### src/rtl/pic_ack_sequencer.sv
// ---------------------------------------------------------------------------
// pic_ack_sequencer: 8259 priority resolver, INTA handshake and EOI sequencer.
// Rev 1.0
// ---------------------------------------------------------------------------
`default_nettype none

module pic_ack_sequencer #(
  parameter int         NUM_IRQ      = 8,
  parameter logic [2:0] RESET_LOWEST = 3'd7
) (
  input  logic               clk,
  input  logic               reset_n,
  input  logic [NUM_IRQ-1:0] irr,
  input  logic [NUM_IRQ-1:0] imr,
  input  logic               inta_n,
  input  logic [4:0]         vector_base,
  input  logic               aeoi_mode,
  input  logic               rotate_on_aeoi,
  input  logic               ocw2_wr,
  input  logic [2:0]         ocw2_cmd,
  input  logic [2:0]         ocw2_level,
  output logic               int_out,
  output logic [NUM_IRQ-1:0] irr_clear,
  output logic [NUM_IRQ-1:0] isr,
  output logic [2:0]         lowest_priority,
  output logic [7:0]         data_out,
  output logic               data_oe
);

  typedef enum logic [2:0] {IDLE, REQ, ACK1, GAP, ACK2} state_t;

  state_t             state, state_nx;
  logic               inta_n_d;
  logic [2:0]         idx, idx_nx;
  logic               spurious, spurious_nx;
  logic               int_nx, data_oe_nx;
  logic [7:0]         data_out_nx;
  logic [NUM_IRQ-1:0] irr_clear_nx, isr_nx;
  logic [2:0]         lowest_nx;

  logic [NUM_IRQ-1:0] cand;
  logic [3:0]         win, isr_top;
  logic               win_valid, isr_valid, qualify;
  logic [2:0]         win_rank, win_lvl, isr_rank, isr_lvl;
  logic               inta_fall, inta_rise;

  logic [NUM_IRQ-1:0] isr_set, aeoi_clr, ocw_clr;
  logic               aeoi_rot, ocw_rot;
  logic [2:0]         ocw_lvl;

  // Returns {found, rank} of the best-ranked set bit; rank 0 sits just above lp.
  function automatic logic [3:0] find_top(input logic [NUM_IRQ-1:0] vec,
                                          input logic [2:0] lp);
    logic [2:0] lvl;
    find_top = 4'd0;
    for (int r = NUM_IRQ - 1; r >= 0; r--) begin
      lvl = lp + 3'(r) + 3'd1;
      if (vec[lvl]) find_top = {1'b1, 3'(r)};
    end
  endfunction

  assign cand      = irr & ~imr;
  assign win       = find_top(cand, lowest_priority);
  assign win_valid = win[3];
  assign win_rank  = win[2:0];
  assign win_lvl   = win_rank + lowest_priority + 3'd1;
  assign isr_top   = find_top(isr, lowest_priority);
  assign isr_valid = isr_top[3];
  assign isr_rank  = isr_top[2:0];
  assign isr_lvl   = isr_rank + lowest_priority + 3'd1;
  assign qualify   = win_valid && (!isr_valid || (win_rank < isr_rank));

  assign inta_fall = inta_n_d & ~inta_n;
  assign inta_rise = ~inta_n_d & inta_n;

  always_ff @(posedge clk or negedge reset_n) begin
    if (!reset_n) begin
      state           <= IDLE;
      inta_n_d        <= 1'b1;
      int_out         <= 1'b0;
      irr_clear       <= '0;
      isr             <= '0;
      lowest_priority <= RESET_LOWEST;
      idx             <= 3'd0;
      spurious        <= 1'b0;
      data_out        <= 8'd0;
      data_oe         <= 1'b0;
    end else begin
      state           <= state_nx;
      inta_n_d        <= inta_n;
      int_out         <= int_nx;
      irr_clear       <= irr_clear_nx;
      isr             <= isr_nx;
      lowest_priority <= lowest_nx;
      idx             <= idx_nx;
      spurious        <= spurious_nx;
      data_out        <= data_out_nx;
      data_oe         <= data_oe_nx;
    end
  end

  // Acknowledge sequence
  always_comb begin
    state_nx     = state;
    int_nx       = int_out;
    irr_clear_nx = '0;
    idx_nx       = idx;
    spurious_nx  = spurious;
    data_out_nx  = data_out;
    data_oe_nx   = data_oe;
    isr_set      = '0;
    aeoi_clr     = '0;
    aeoi_rot     = 1'b0;
    case (state)
      IDLE: begin
        if (qualify) begin
          int_nx   = 1'b1;
          state_nx = REQ;
        end
      end
      REQ: begin
        if (inta_fall) begin
          if (win_valid) begin
            idx_nx                = win_lvl;
            isr_set[win_lvl]      = 1'b1;
            irr_clear_nx[win_lvl] = 1'b1;
            spurious_nx           = 1'b0;
          end else begin
            // Request withdrawn before acknowledge: hand out the IR7 vector.
            idx_nx      = 3'd7;
            spurious_nx = 1'b1;
          end
          int_nx   = 1'b0;
          state_nx = ACK1;
        end
      end
      ACK1: begin
        if (inta_rise) state_nx = GAP;
      end
      GAP: begin
        if (inta_fall) begin
          data_out_nx = {vector_base, idx};
          data_oe_nx  = 1'b1;
          state_nx    = ACK2;
        end
      end
      ACK2: begin
        if (inta_rise) begin
          data_oe_nx = 1'b0;
          if (aeoi_mode && !spurious) begin
            aeoi_clr[idx] = 1'b1;
            aeoi_rot      = rotate_on_aeoi;
          end
          state_nx = IDLE;
        end
      end
      default: state_nx = IDLE;
    endcase
  end

  // OCW2 command decode
  always_comb begin
    ocw_clr = '0;
    ocw_rot = 1'b0;
    ocw_lvl = ocw2_level;
    if (ocw2_wr) begin
      case (ocw2_cmd)
        3'b001: if (isr_valid) ocw_clr[isr_lvl] = 1'b1;
        3'b011: ocw_clr[ocw2_level] = 1'b1;
        3'b101: begin
          if (isr_valid) begin
            ocw_clr[isr_lvl] = 1'b1;
            ocw_rot          = 1'b1;
            ocw_lvl          = isr_lvl;
          end
        end
        3'b111: begin
          ocw_clr[ocw2_level] = 1'b1;
          ocw_rot             = 1'b1;
        end
        3'b110: ocw_rot = 1'b1;
        default: ;
      endcase
    end
  end

  // A set from the acknowledge wins over any clear of the same bit.
  always_comb begin
    isr_nx    = (isr & ~ocw_clr & ~aeoi_clr) | isr_set;
    lowest_nx = lowest_priority;
    if (ocw_rot)       lowest_nx = ocw_lvl;
    else if (aeoi_rot) lowest_nx = idx;
  end

endmodule

`default_nettype wire

### config.mk
export PLATFORM = sky130hd
export DESIGN_NAME = pic_ack_sequencer
export DESIGN_NICKNAME = d
export VERILOG_FILES = /design/src/rtl/pic_ack_sequencer.sv
export SDC_FILE = /design/constraint.sdc
export NUM_CORES = 1
export LEC_CHECK = 0
export ABC_AREA = 1
export BUFFER_PORTS_ARGS = -buffer_cell sky130_fd_sc_hd__buf_2
export CAP_MARGIN = 25
export CORE_ASPECT_RATIO = 1.25
export CORE_MARGIN = 3
export CORE_UTILIZATION = 50
export DETAILED_ROUTE_END_ITERATION = 8
export PLACE_DENSITY_LB_ADDON = 0.2
export SLEW_MARGIN = 20
export SYNTH_ARGS = -nofsm -noshare
export SYNTH_HDL_FRONTEND = slang
export SYNTH_SLANG_ARGS = --single-unit
export TNS_END_PERCENT = 1
### constraint.sdc
create_clock -name clk -period 3.5 [get_ports clk]
set_input_delay 0.525 -clock clk [delete_from_list [all_inputs] [get_ports clk]]
set_output_delay 0.525 -clock clk [all_outputs]
set_load 0.005 [all_outputs]
==> summary.md <==
| Metric | Value |
|---|---|
| Syn Inst Count | 438 |
| Core area | 0.005630 mm² |
| Largest area contributor in the netlist | dfrtp_1 |
| Worst slew margin | 45.88% |
| Adder-Cell Fraction of Synth Area | 4.250% |
| Max Cap Viol | 0 |
| Mean area per synthesized cell | 6.856 µm² |
| Post-Synth Simple-Gate Area | 36.63% |
| Clk buf depth | 2 |
| Synth Cell Area | 0.003003 mm² |
| Area share of the largest cell type after synthesis | 27.50% |
| Vias | 3137 |
| Tmin final | 3.347 ns |
| Compound-Gate Fraction of Synth Area | 12.46% |
| Flops & latches, synth | 37 |
| Area Overhead vs Synth | 21.04% |
| Hold Vio Cnt, Final | 0 |
| GR Util All Layers | 24.68% |
| Seq/Total Area, Yosys | 31.00% |
| Largest net degree at the start of global routing | 38 |
| I/O pins | 62 |
| Setup violators final | 0 |
| Yosys warns | 0 |
| Diodes inserted | 0 |
| Type of the most critical hold path | in -> async |
| Drt via density | 5.446 |
| Worst-case reg-to-reg path depth | 22 |
| Clock Latency Late Sink | 0.29 ns |
| CTS Buf Count | 5 |
| Buffers on Ports | 61 |
| Antenna Violating Nets Remaining | 0 |
| H-tree depth | 2 |
| Clk_skew | 0.008344 ns |
| Cell leakage power | 0.001956 µW |
| Status | completed |
| Min Hold Slack | 0.3230 ns |
| Fillers | 494 |
| WP buf/inv | 2 |
| Synth Net Count | 480 |
| Worst-margin pin slew | 0.8119 ns |
| Vias in the first global route | 3026 |
| Final slew viol count | 0 |
| Critical path depth | 22 |
| Final Net Count | 553 |
| CTS tree | yes |
| Iter 0 DRT Violations | 174 |
| Max Clk Rate | 0.2987 GHz |
| CP Data Arrival Time | 3.51 ns |
| Sinks on the clock net | 37 |
| DR pass1 iterations | 5 |
| Peak VDD IR | 662.6 µV |
| Crit path required time | 3.67 ns |
| Die X-Extent | 75.32 µm |
| Detailed-route wire length per cell | 14.44 µm |
| Initial Util | 53.33% |
| Post-route cell area | 0.003635 mm² |
| First-pass GRT wire length | 13.41 mm |
| Setup CP Type | reg -> reg |
| Mux cell area share after synthesis | 1.875% |
| Clk slew on worst S/H paths | 0.07 ns |
| Most used cell, CP | nand2_1 |
| Slowest CP cell | dfstp_2 |
| # DRC | 0 |
| PD cells | 1249 mW/mm² |
| Share of layout cells above drive strength 1 | 28.32% |
| Post-synth cell types | 39 |
| CP Launch Type | flip-flop |
| Worst-path fanout max | 7 |
| DP Worst Slack | 0.02992 ns |
| Synth area leaders | dfrtp_1 (28%), nand2_1 (17%), nand3_1 (9.0%), inv_1 (6.1%), nor2_1 (5.1%) |
| Period Utilization, post-route | 95.64% |
| Largest family of logic cells by synthesized area | simple AND/OR/NAND/NOR gates |
| Die height | 92.65 µm |
| Initial antenna violation count | 0 |
| Setup slack after layout | 0.1526 ns |
| Final core utilization | 64.56% |
| CP max stage delay | 0.58 ns |
| Number of core rows | 30 |
| Die ar. | 0.006978 mm² |
| Post-Synth XOR/XNOR Area | 4.500% |
| Crit-path cells | inv_4 -> ha_4 -> nand3_2 -> nand2_1 -> nand2_1 -> nand2_2 -> nand2_1 -> nand2_1 -> nand2_1 -> nand2_1 -> nand2_1 -> a21oi_2 -> inv_1 -> ha_2 -> fa_2 -> xor2_4 -> xor2_2 -> nand2_1 -> o22ai_1 -> nand2_1 -> nand2_1 -> o21ai_1 |
| DP Area | 0.003412 mm² |
| Drt total wl | 8.316 mm |
| CTS root buf | clkbuf_8 |
| CP Capture Type | flip-flop |
| Dpl hpwl | 6.467 mm |
| Grt ovf | 0 |
| Global placer's final weighted congestion | 0.9945 |
| Top cell family by delay on the critical path | adder cells |
[cell usage after synthesis, drive strengths merged]
master	count
xnor2	2
o21a	4
o21bai	1
a21oi	6
dfstp	4
dfrtp	33
clkbuf	2
nand4	2
xor2	7
o21ai	25
nand2	148
buf	5
a31oi	7
a22oi	2
mux2	5
fa	2
o31ai	1
nor2	45
ha	7
a31o	1
a21boi	1
o22ai	10
nor3	2
o41ai	1
or2	1
nand3	56
inv	58
[sequential cells by signal, indices dropped and copies added (netlist names)]
name and cells:
idx 3, isr 8, inta_n_d 1, state 3, data_out 8, data_oe 1
int_out 1, lowest_priority 3, spurious 1, irr_clear 8
[through the flow]
step | std cells | TNS [ns] | power [µW]
3_3_place_gp | 565 | 0 | 3853
4_1_cts | 573 | 0 | 4224
5_1_grt | 576 | -0.3189 | 5002
2_1_floorplan | 438 | 0 | 3091
3_5_place_dp | 565 | 0 | 3915
6_report | 576 | 0 | 4541
[cells by family after synthesis]
family          count (synthesis)
compound gates                 59
xor+xnor                        9
buf+inv                        65
simple gates                  254
mux                             5
fa+ha+maj                       9
flops                          37
[report_power, final]
group | internal (µW) | switching [µW] | total [µW]
Clock | 138 | 149 | 287
Sequential | 600 | 149 | 749
Combinational | 1360 | 2140 | 3500
[worst paths after layout]
kind | start | endpoint | slack (ns)
setup / recovery | lowest_priority[0] | isr[6] | 0.15
hold / removal | reset_n | irr_clear[4] | 0.32
setup reg to reg | lowest_priority[0] | isr[6] | 0.15
max in group asynchronous | reset_n | data_out[7] | 2.66
min in group clk | inta_n | inta_n_d | 0.35
hold reg to reg | int_out | int_out | 0.48
[repair_timing]
action	CTS	global route
hold buffers	0	0
gates resized for setup	0	25
setup buffers	0	3
endpoints found under the setup margin	0	21
[cells in the final DEF (no fill, tap or decap), drive strengths merged]
cell type  count
nand2        148
buf           73
inv           58
nand3         56
nor2          45
dfrtp         33
o21ai         25
o22ai         10
a31oi          7
xor2           7
ha             7
a21oi          6
clkbuf         6
mux2           5
o21a           4
dfstp          4
nand4          2
a22oi          2
clkinv         2
xnor2          2
nor3           2
fa             2
or2            1
o21bai         1
a31o           1
o31ai          1
o41ai          1
a21boi         1
[layer usage]
metal | GRT usage [%] | vias up | wire (µm)
met4 | 12.68 | 0 | 350
met5 | 0 | - | 0
met1 | 28.27 | 1445 | 3273
met2 | 43.08 | 106 | 4315
met3 | 3.366 | 29 | 376
li1 | - | 1557 | -
[final cells by class]
type	instances	area, µm²	share of cell area [%]
Clock inverter	2	10.01	0.2754
Multi-Input combinational cell	336	1906	52.43
Inverter	58	227.7	6.265
Tap cell	64	80.08	2.203
Timing Repair Buffer	73	407.9	11.22
Sequential cell	37	930.9	25.61
Clock buffer	6	72.57	1.997
Note: power is estimated with default switching activity, not from simulation.
